$ cat config.mk
export PLATFORM = sky130hd
export DESIGN_NAME = cu
export DESIGN_NICKNAME = d
export VERILOG_FILES = /design/src/rtl/cu.sv
export SDC_FILE = /design/constraint.sdc
export NUM_CORES = 1
export LEC_CHECK = 0
export BUFFER_PORTS_ARGS = -buffer_cell sky130_fd_sc_hd__buf_2
export CAP_MARGIN = 5
export CORE_AREA = 4 4 47 58
export CTS_BUF_LIST = sky130_fd_sc_hd__clkbuf_8
export DETAILED_ROUTE_END_ITERATION = 7
export DIE_AREA = 0 0 51 62
export PLACE_DENSITY = 0.74
export SLEW_MARGIN = 15
export SYNTH_ARGS = -nofsm -noshare
export SYNTH_HDL_FRONTEND = slang
export SYNTH_SLANG_ARGS = --single-unit
export TNS_END_PERCENT = 100
$ cat constraint.sdc
create_clock -name clk -period 1.6 [get_ports clk]
set_input_delay 0.32 -clock clk [delete_from_list [all_inputs] [get_ports clk]]
set_output_delay 0.32 -clock clk [all_outputs]
set_load 0.02 [all_outputs]
$ cat src/rtl/cu.sv
// Codec datapath control unit: free-running per-channel phase sequencer with one-hot strobes.
// Define CU_SCAN_CHAIN_EN to build the scan mux and chain (scan_in0 -> scan_out0).
module cu #(
  parameter int NUM_CH    = 32,
  parameter int ADAPT_CYC = 4
) (
  input  logic                      clk,
  input  logic                      reset,
  input  logic                      scan_in0,
  input  logic                      scan_enable,
  output logic                      scan_out0,
  output logic [$clog2(NUM_CH)-1:0] ch_idx,
  output logic [2:0]                state,
  output logic                      load_en,
  output logic                      quant_en,
  output logic                      recon_en,
  output logic                      adapt_en,
  output logic                      store_en,
  output logic                      frame_start,
  output logic                      frame_done,
  output logic [7:0]                frame_cnt
);

  // state  | meaning
  // IDLE   | post-reset / illegal-code recovery, one cycle
  // LOAD   | load channel sample
  // QUANT  | quantise
  // RECON  | reconstruct, clear adapt counter
  // ADAPT  | adapt for ADAPT_CYC cycles
  // STORE  | store, advance channel or end frame
  // FEND   | frame end, wrap channel, bump frame count

  localparam int CW = $clog2(NUM_CH);
  // A single-cycle ADAPT still keeps a 1-bit counter so the vector is never zero width.
  localparam int AW = (ADAPT_CYC > 1) ? $clog2(ADAPT_CYC) : 1;

  typedef enum logic [2:0] {
    S_IDLE  = 3'd0,
    S_LOAD  = 3'd1,
    S_QUANT = 3'd2,
    S_RECON = 3'd3,
    S_ADAPT = 3'd4,
    S_STORE = 3'd5,
    S_FEND  = 3'd6
  } state_t;

  state_t          st_q, st_d;
  logic [AW-1:0]   cnt_q, cnt_d;
  logic [CW-1:0]   ch_q, ch_d;
  logic [7:0]      fc_q, fc_d;
  logic            gate;

  always_comb begin
    st_d  = S_IDLE;
    cnt_d = cnt_q;
    ch_d  = ch_q;
    fc_d  = fc_q;
    case (st_q)
      S_IDLE:  st_d = S_LOAD;
      S_LOAD:  st_d = S_QUANT;
      S_QUANT: st_d = S_RECON;
      S_RECON: begin
        st_d  = S_ADAPT;
        cnt_d = '0;
      end
      S_ADAPT: begin
        // >= so an out-of-range count loaded by scan still exits
        if (cnt_q >= AW'(ADAPT_CYC - 1)) begin
          st_d = S_STORE;
        end else begin
          st_d  = S_ADAPT;
          cnt_d = cnt_q + 1'b1;
        end
      end
      S_STORE: begin
        if (ch_q >= CW'(NUM_CH - 1)) begin
          st_d = S_FEND;
        end else begin
          st_d = S_LOAD;
          ch_d = ch_q + 1'b1;
        end
      end
      S_FEND: begin
        st_d = S_LOAD;
        ch_d = '0;
        fc_d = fc_q + 8'd1;
      end
      default: st_d = S_IDLE;
    endcase
  end

`ifdef CU_SCAN_CHAIN_EN
  localparam int CL = 3 + AW + CW + 8;
  logic [CL-1:0] chain_sh;
  assign chain_sh = {fc_q, ch_q, cnt_q, st_q[1:0], scan_in0};
  assign gate      = scan_enable;
  assign scan_out0 = fc_q[7];
`else
  logic unused_scan;
  assign unused_scan = scan_in0 ^ scan_enable;
  assign gate        = 1'b0;
  assign scan_out0   = 1'b0;
`endif

  always_ff @(posedge clk) begin
`ifdef CU_SCAN_CHAIN_EN
    if (scan_enable) begin
      st_q  <= state_t'(chain_sh[2:0]);
      cnt_q <= chain_sh[3 +: AW];
      ch_q  <= chain_sh[3 + AW +: CW];
      fc_q  <= chain_sh[CL-1 -: 8];
    end else
`endif
    if (reset) begin
      st_q  <= S_IDLE;
      cnt_q <= '0;
      ch_q  <= '0;
      fc_q  <= '0;
    end else begin
      st_q  <= st_d;
      cnt_q <= cnt_d;
      ch_q  <= ch_d;
      fc_q  <= fc_d;
    end
  end

  assign state       = st_q;
  assign ch_idx      = ch_q;
  assign frame_cnt   = fc_q;
  assign load_en     = (st_q == S_LOAD)  & ~gate;
  assign quant_en    = (st_q == S_QUANT) & ~gate;
  assign recon_en    = (st_q == S_RECON) & ~gate;
  assign adapt_en    = (st_q == S_ADAPT) & ~gate;
  assign store_en    = (st_q == S_STORE) & ~gate;
  assign frame_start = load_en & (ch_q == '0);
  assign frame_done  = (st_q == S_FEND)  & ~gate;

endmodule

* Word-level counts from Yosys, hierarchy flattened
Cells that the tools add are included.
Cells by class: bitwise operators 1, equal/unequal tests 8, magnitude comparators 2, add/sub/neg operators 3, shift-type cells 0, reductions and logical operators 7, multiply operators 0, divide/modulo/power cells 0, multiplexer cells 7
Operator list (count):
- case mux 3 bit (6 select lines) | 1
- case mux 5 bit (2 select lines) | 1
- == test 3 bit (second input constant) | 3
- adder 8 x 1 -> 8 bit (second input constant) | 1
- == test 3 x 2 -> 1 bit (second input constant) | 2
- adder 5 x 1 -> 5 bit (second input constant) | 1
- greater-or-equal comparator 5 bit (second input constant) | 1
- logical NOT 5 bit | 1
- two-way mux 5 bit | 1
- inequality test 2 bit (second input constant) | 2
- case mux 2 bit (2 select lines) | 1
- AND reduction 2 bit | 2
- nonzero test 2 bit | 2
- == test 3 x 1 -> 1 bit (second input constant) | 1
- logical NOT 3 bit | 1
- two-way mux 3 bit | 1
- adder 2 x 1 -> 2 bit (second input constant) | 1
- greater-or-equal comparator 2 bit (second input constant) | 1
- two-way mux 2 bit | 1
- OR reduction 2 bit | 1
- AND 1 bit | 1
- two-way mux 1 bit | 1
Storage, ports and cells: bits in registers 18, latch bits 0, memories kept 0, ROM bits 0, output and inout port bits 24, memory bits (writable) 0, input port bits 4, logic and storage cells 32

* Depth between registers and ports, before layout
depth after elaboration 3, gate-level depth with buffers 6, mapped depth without buffers 6

* Least setup slack after synthesis
OpenSTA, ideal clock, no wires.
kind register -> output, start register st_q[0], in the netlist state[0], end output port frame_start, path buffers 1, stages on the path, launching flop included 5, setup slack -0.392 ns, data required time 1.280 ns, data arrival time 1.672 ns, cells stage by stage dfxtp_1 -> buf_2 -> inv_1 -> nor3_1 -> and4b_1
Between the ends: cells in the longest elaborated chain, start to end 2
Ends and longest elaborated chain:
- start: declaration | line 47 | state_t st_q, st_d;
- start signal: assignment | line 120 | st_q <= st_d;
- == test 3 x 1 -> 1 bit | line 130 | assign load_en = (st_q == S_LOAD) & ~gate;
- net load_en | line 14 | output logic load_en,
- AND 1 bit | line 135 | assign frame_start = load_en & (ch_q == '0);
- end: declaration | line 19 | output logic frame_start,
The timed path passes the listed nets, and every way through them passes these cells.

* Worst setup path in the final report
start register st_q[0], in the netlist state[0], end output port frame_start
Between the ends: cells in the longest elaborated chain, start to end 2
Ends and longest elaborated chain (line):
- == test 3 x 1 -> 1 bit | 130
- AND 1 bit | 135
No other way between the ends.

==> metrics.cfg <==
[outcome]
status = finished, final reports clean

[flow_run]
cap_violations = 0

[timing]
hold-worst-slack_ns = 0.4414
timing.final.crit_period_ns = 1.567
max_freq_ghz = 0.6383
setup-violations-final = 0
min_period_over_period_pct = 97.92
worst_slew_pin_slew_ns = 0.5053
hold_viol_final = 0
fin_skew_ns = 0.002980
rsz0062_at_grt = yes
timing.slew.headroom_pct = 65.84
final_max_slew_viol_count = 0

[clocking]
cts_made_buffers = 3
h-tree-depth = 1
clockBufferDepth = 2
cts_tree = done
postCtsHoldBufs = 0
clk_latency_ns = 0.25
clkTransAtPathRegs_ns = 0.07
cts.sinks = 18
cts-root-buf = clkbuf_8

[yosys]
synth_ff_type = dfxtp_1
netlist_area_um2 = 1006
yosysSeqAreaShare_pct = 35.82
synthSimpleGateAreaFrac_pct = 32.59
yosysUniqueCellTypes = 39
synth_cells = 114
ys_warn_count = 0
avgSynthCellArea_um2 = 8.824
synth_fa_ha_area_share_pct = 6.219
synth_xor_area_share_pct = 1.741
synth_compound_gate_area_share_pct = 11.44
synth_fp_nets = 123
synthArstFlopShare_pct = 0
synth_top_family_by_area = simple AND/OR/NAND/NOR gates
synth-seq-cells = 18
muxShareOfSynthArea_pct = 5.224
synth_edf_count = 0

[cells_and_area]
nets = 155
final_cell_mix = 23 x buf_2, 13 x dfxtp_1, 9 x nand3_1, 8 x nor2_1, 7 x buf_4
antenna_cells = 0
layout_commonest_cell = buf_2
final_util_pct = 62.42
nFillCells = 191
area_growth_pct = 37.19
drive_above_1_share_pct = 42.07

[min_path]
min_path_type = input pin to register

[global_route]
antenna_found_initial = 0
grt_pass1_vias = 864
grt.total_usage_pct = 15.62
grt_overflow = 0
grt_max_degree = 19
grt_pass1_wl_um = 3836

[placed_design]
place_hpwl_um = 1644
routabilityCongestion = 0.7770
port_buffers = 24

[routing]
drtIter0Drc = 8
dr.pass1.iters = 3
drc = 0
drt_wl_total_um = 2343
num_vias = 942
avgRoutedWirePerCell_um = 13.31
ant_nets = 0
avgViaCountPerCell = 5.352

[setup_path]
startpoint_type = register
arrival_ns = 1.25
timing.rr.start = ch_idx[0]
worstPathMaxFanout = 8
worstSetupStartpoint = state[0]
reg2reg_depth = 6
cp-end-kind = output port
cp_data_required_time_ns = 1.28
path_class = register to output port
crit_path_end = frame_start
r2r_slack_ns = 0.04
r2r-end = ch_idx[3]

[die]
chipWidth_um = 51
core_um2 = 2211
dieArea_um2 = 3162
num_rows = 19
io_pins = 28
start_util_pct = 45.50
die_h_um = 62

[pwr]
p_leak_nw = 0.6119
ir_worst_vdd_v = 0.0005216
p_per_area_nw_per_um2 = 656.4

cell usage after synthesis (3+ instances only):
library cell	number	area, µm²
nand3_1	9	45.04
nor2_1	8	30.03
nand2_1	5	18.77
buf_4	3	22.52
a21oi_1	8	40.04
nand2b_1	3	18.77
and3_1	3	18.77
ha_1	5	62.56
mux2i_1	3	30.03
dfxtp_1	18	360.4
inv_1	7	26.28
area by class of cell:
class | count | area [µm²] | share of cell area (%)
clock buffers | 3 | 41.29 | 2.992
clock inverters | 1 | 3.754 | 0.2720
inverters | 7 | 26.28 | 1.904
multi-input cells | 82 | 680.7 | 49.32
flip-flops and latches | 18 | 376.6 | 27.29
well taps | 31 | 38.79 | 2.811
repair buffers | 34 | 212.7 | 15.41
stage by stage:
stage          instance area (µm²)  total power, mW  worst slack, ns   TNS (ns)  std cells
2_1_floorplan                 1032           0.5587         0.008165          0        114
3_3_place_gp                  1211           0.5797         -0.01946   -0.01946        170
3_5_place_dp                  1211           0.5814         -0.02930   -0.05761        170
4_1_cts                       1301           0.8969        -0.002352  -0.004623        173
5_1_grt                       1380           0.9463         -0.01266   -0.01521        176
6_report                      1380           0.9059          0.03325          0        176
worst min-delay path by stage:
stage              from      endpoint  slack, ns  cells past startpoint
3_3_place_gp   cnt_q[1]      cnt_q[1]       0.46                      2
5_1_grt           reset  frame_cnt[1]       0.46                      2
2_1_floorplan  cnt_q[1]      cnt_q[1]       0.45                      2
6_report          reset  frame_cnt[1]       0.44                      2
3_5_place_dp   cnt_q[1]      cnt_q[1]       0.47                      2
4_1_cts           reset  frame_cnt[1]       0.44                      2
metal layers:
layer | wire length [µm] | vias to the layer above | track usage (%) | share of wire, %
met2 | 1196 | 18 | 26.15 | 51
met3 | 103 | 4 | 3.341 | 4.4
met4 | 24 | 0 | 4.615 | 1.0
met5 | 0 | - | 0 | 0
li1 | - | 477 | - | -
met1 | 1018 | 443 | 20.32 | 43
where the power goes:
group,internal [mW],switching [mW]
sequential,0.454,0.0208
clock,0.170,0.148
combinational,0.0488,0.0646
what timing repair did:
item,4_1_cts,5_1_grt
resized for setup,14,12
setup endpoints to repair,10,7
gates cloned,0,0
buffers inserted,0,3
pin swaps,5,5
kinds of logic after synthesis:
| kind of cell | after synthesis |
|---|---|
| multiplexers | 5 |
| adder cells (fa/ha/maj) | 5 |
| flip-flops | 18 |
| AND/OR/NAND/NOR | 51 |
| other | 1 |
| XOR/XNOR | 2 |
| buffers and inverters | 14 |
| AO/OA/AOI/OAI | 18 |
registers in the layout, summed over array words and instances, names as in the netlist:
name,cells
frame_cnt,8
state,3
ch_idx,5
cnt_q,2
worst max-delay path, cell delays in order (launching register included):
cell and delay, ns:
dfxtp_4 0.39, inv_1 0.11, nor3_4 0.14, and4b_2 0.25, buf_6 0.11
Power figures use the tool's default switching activity.
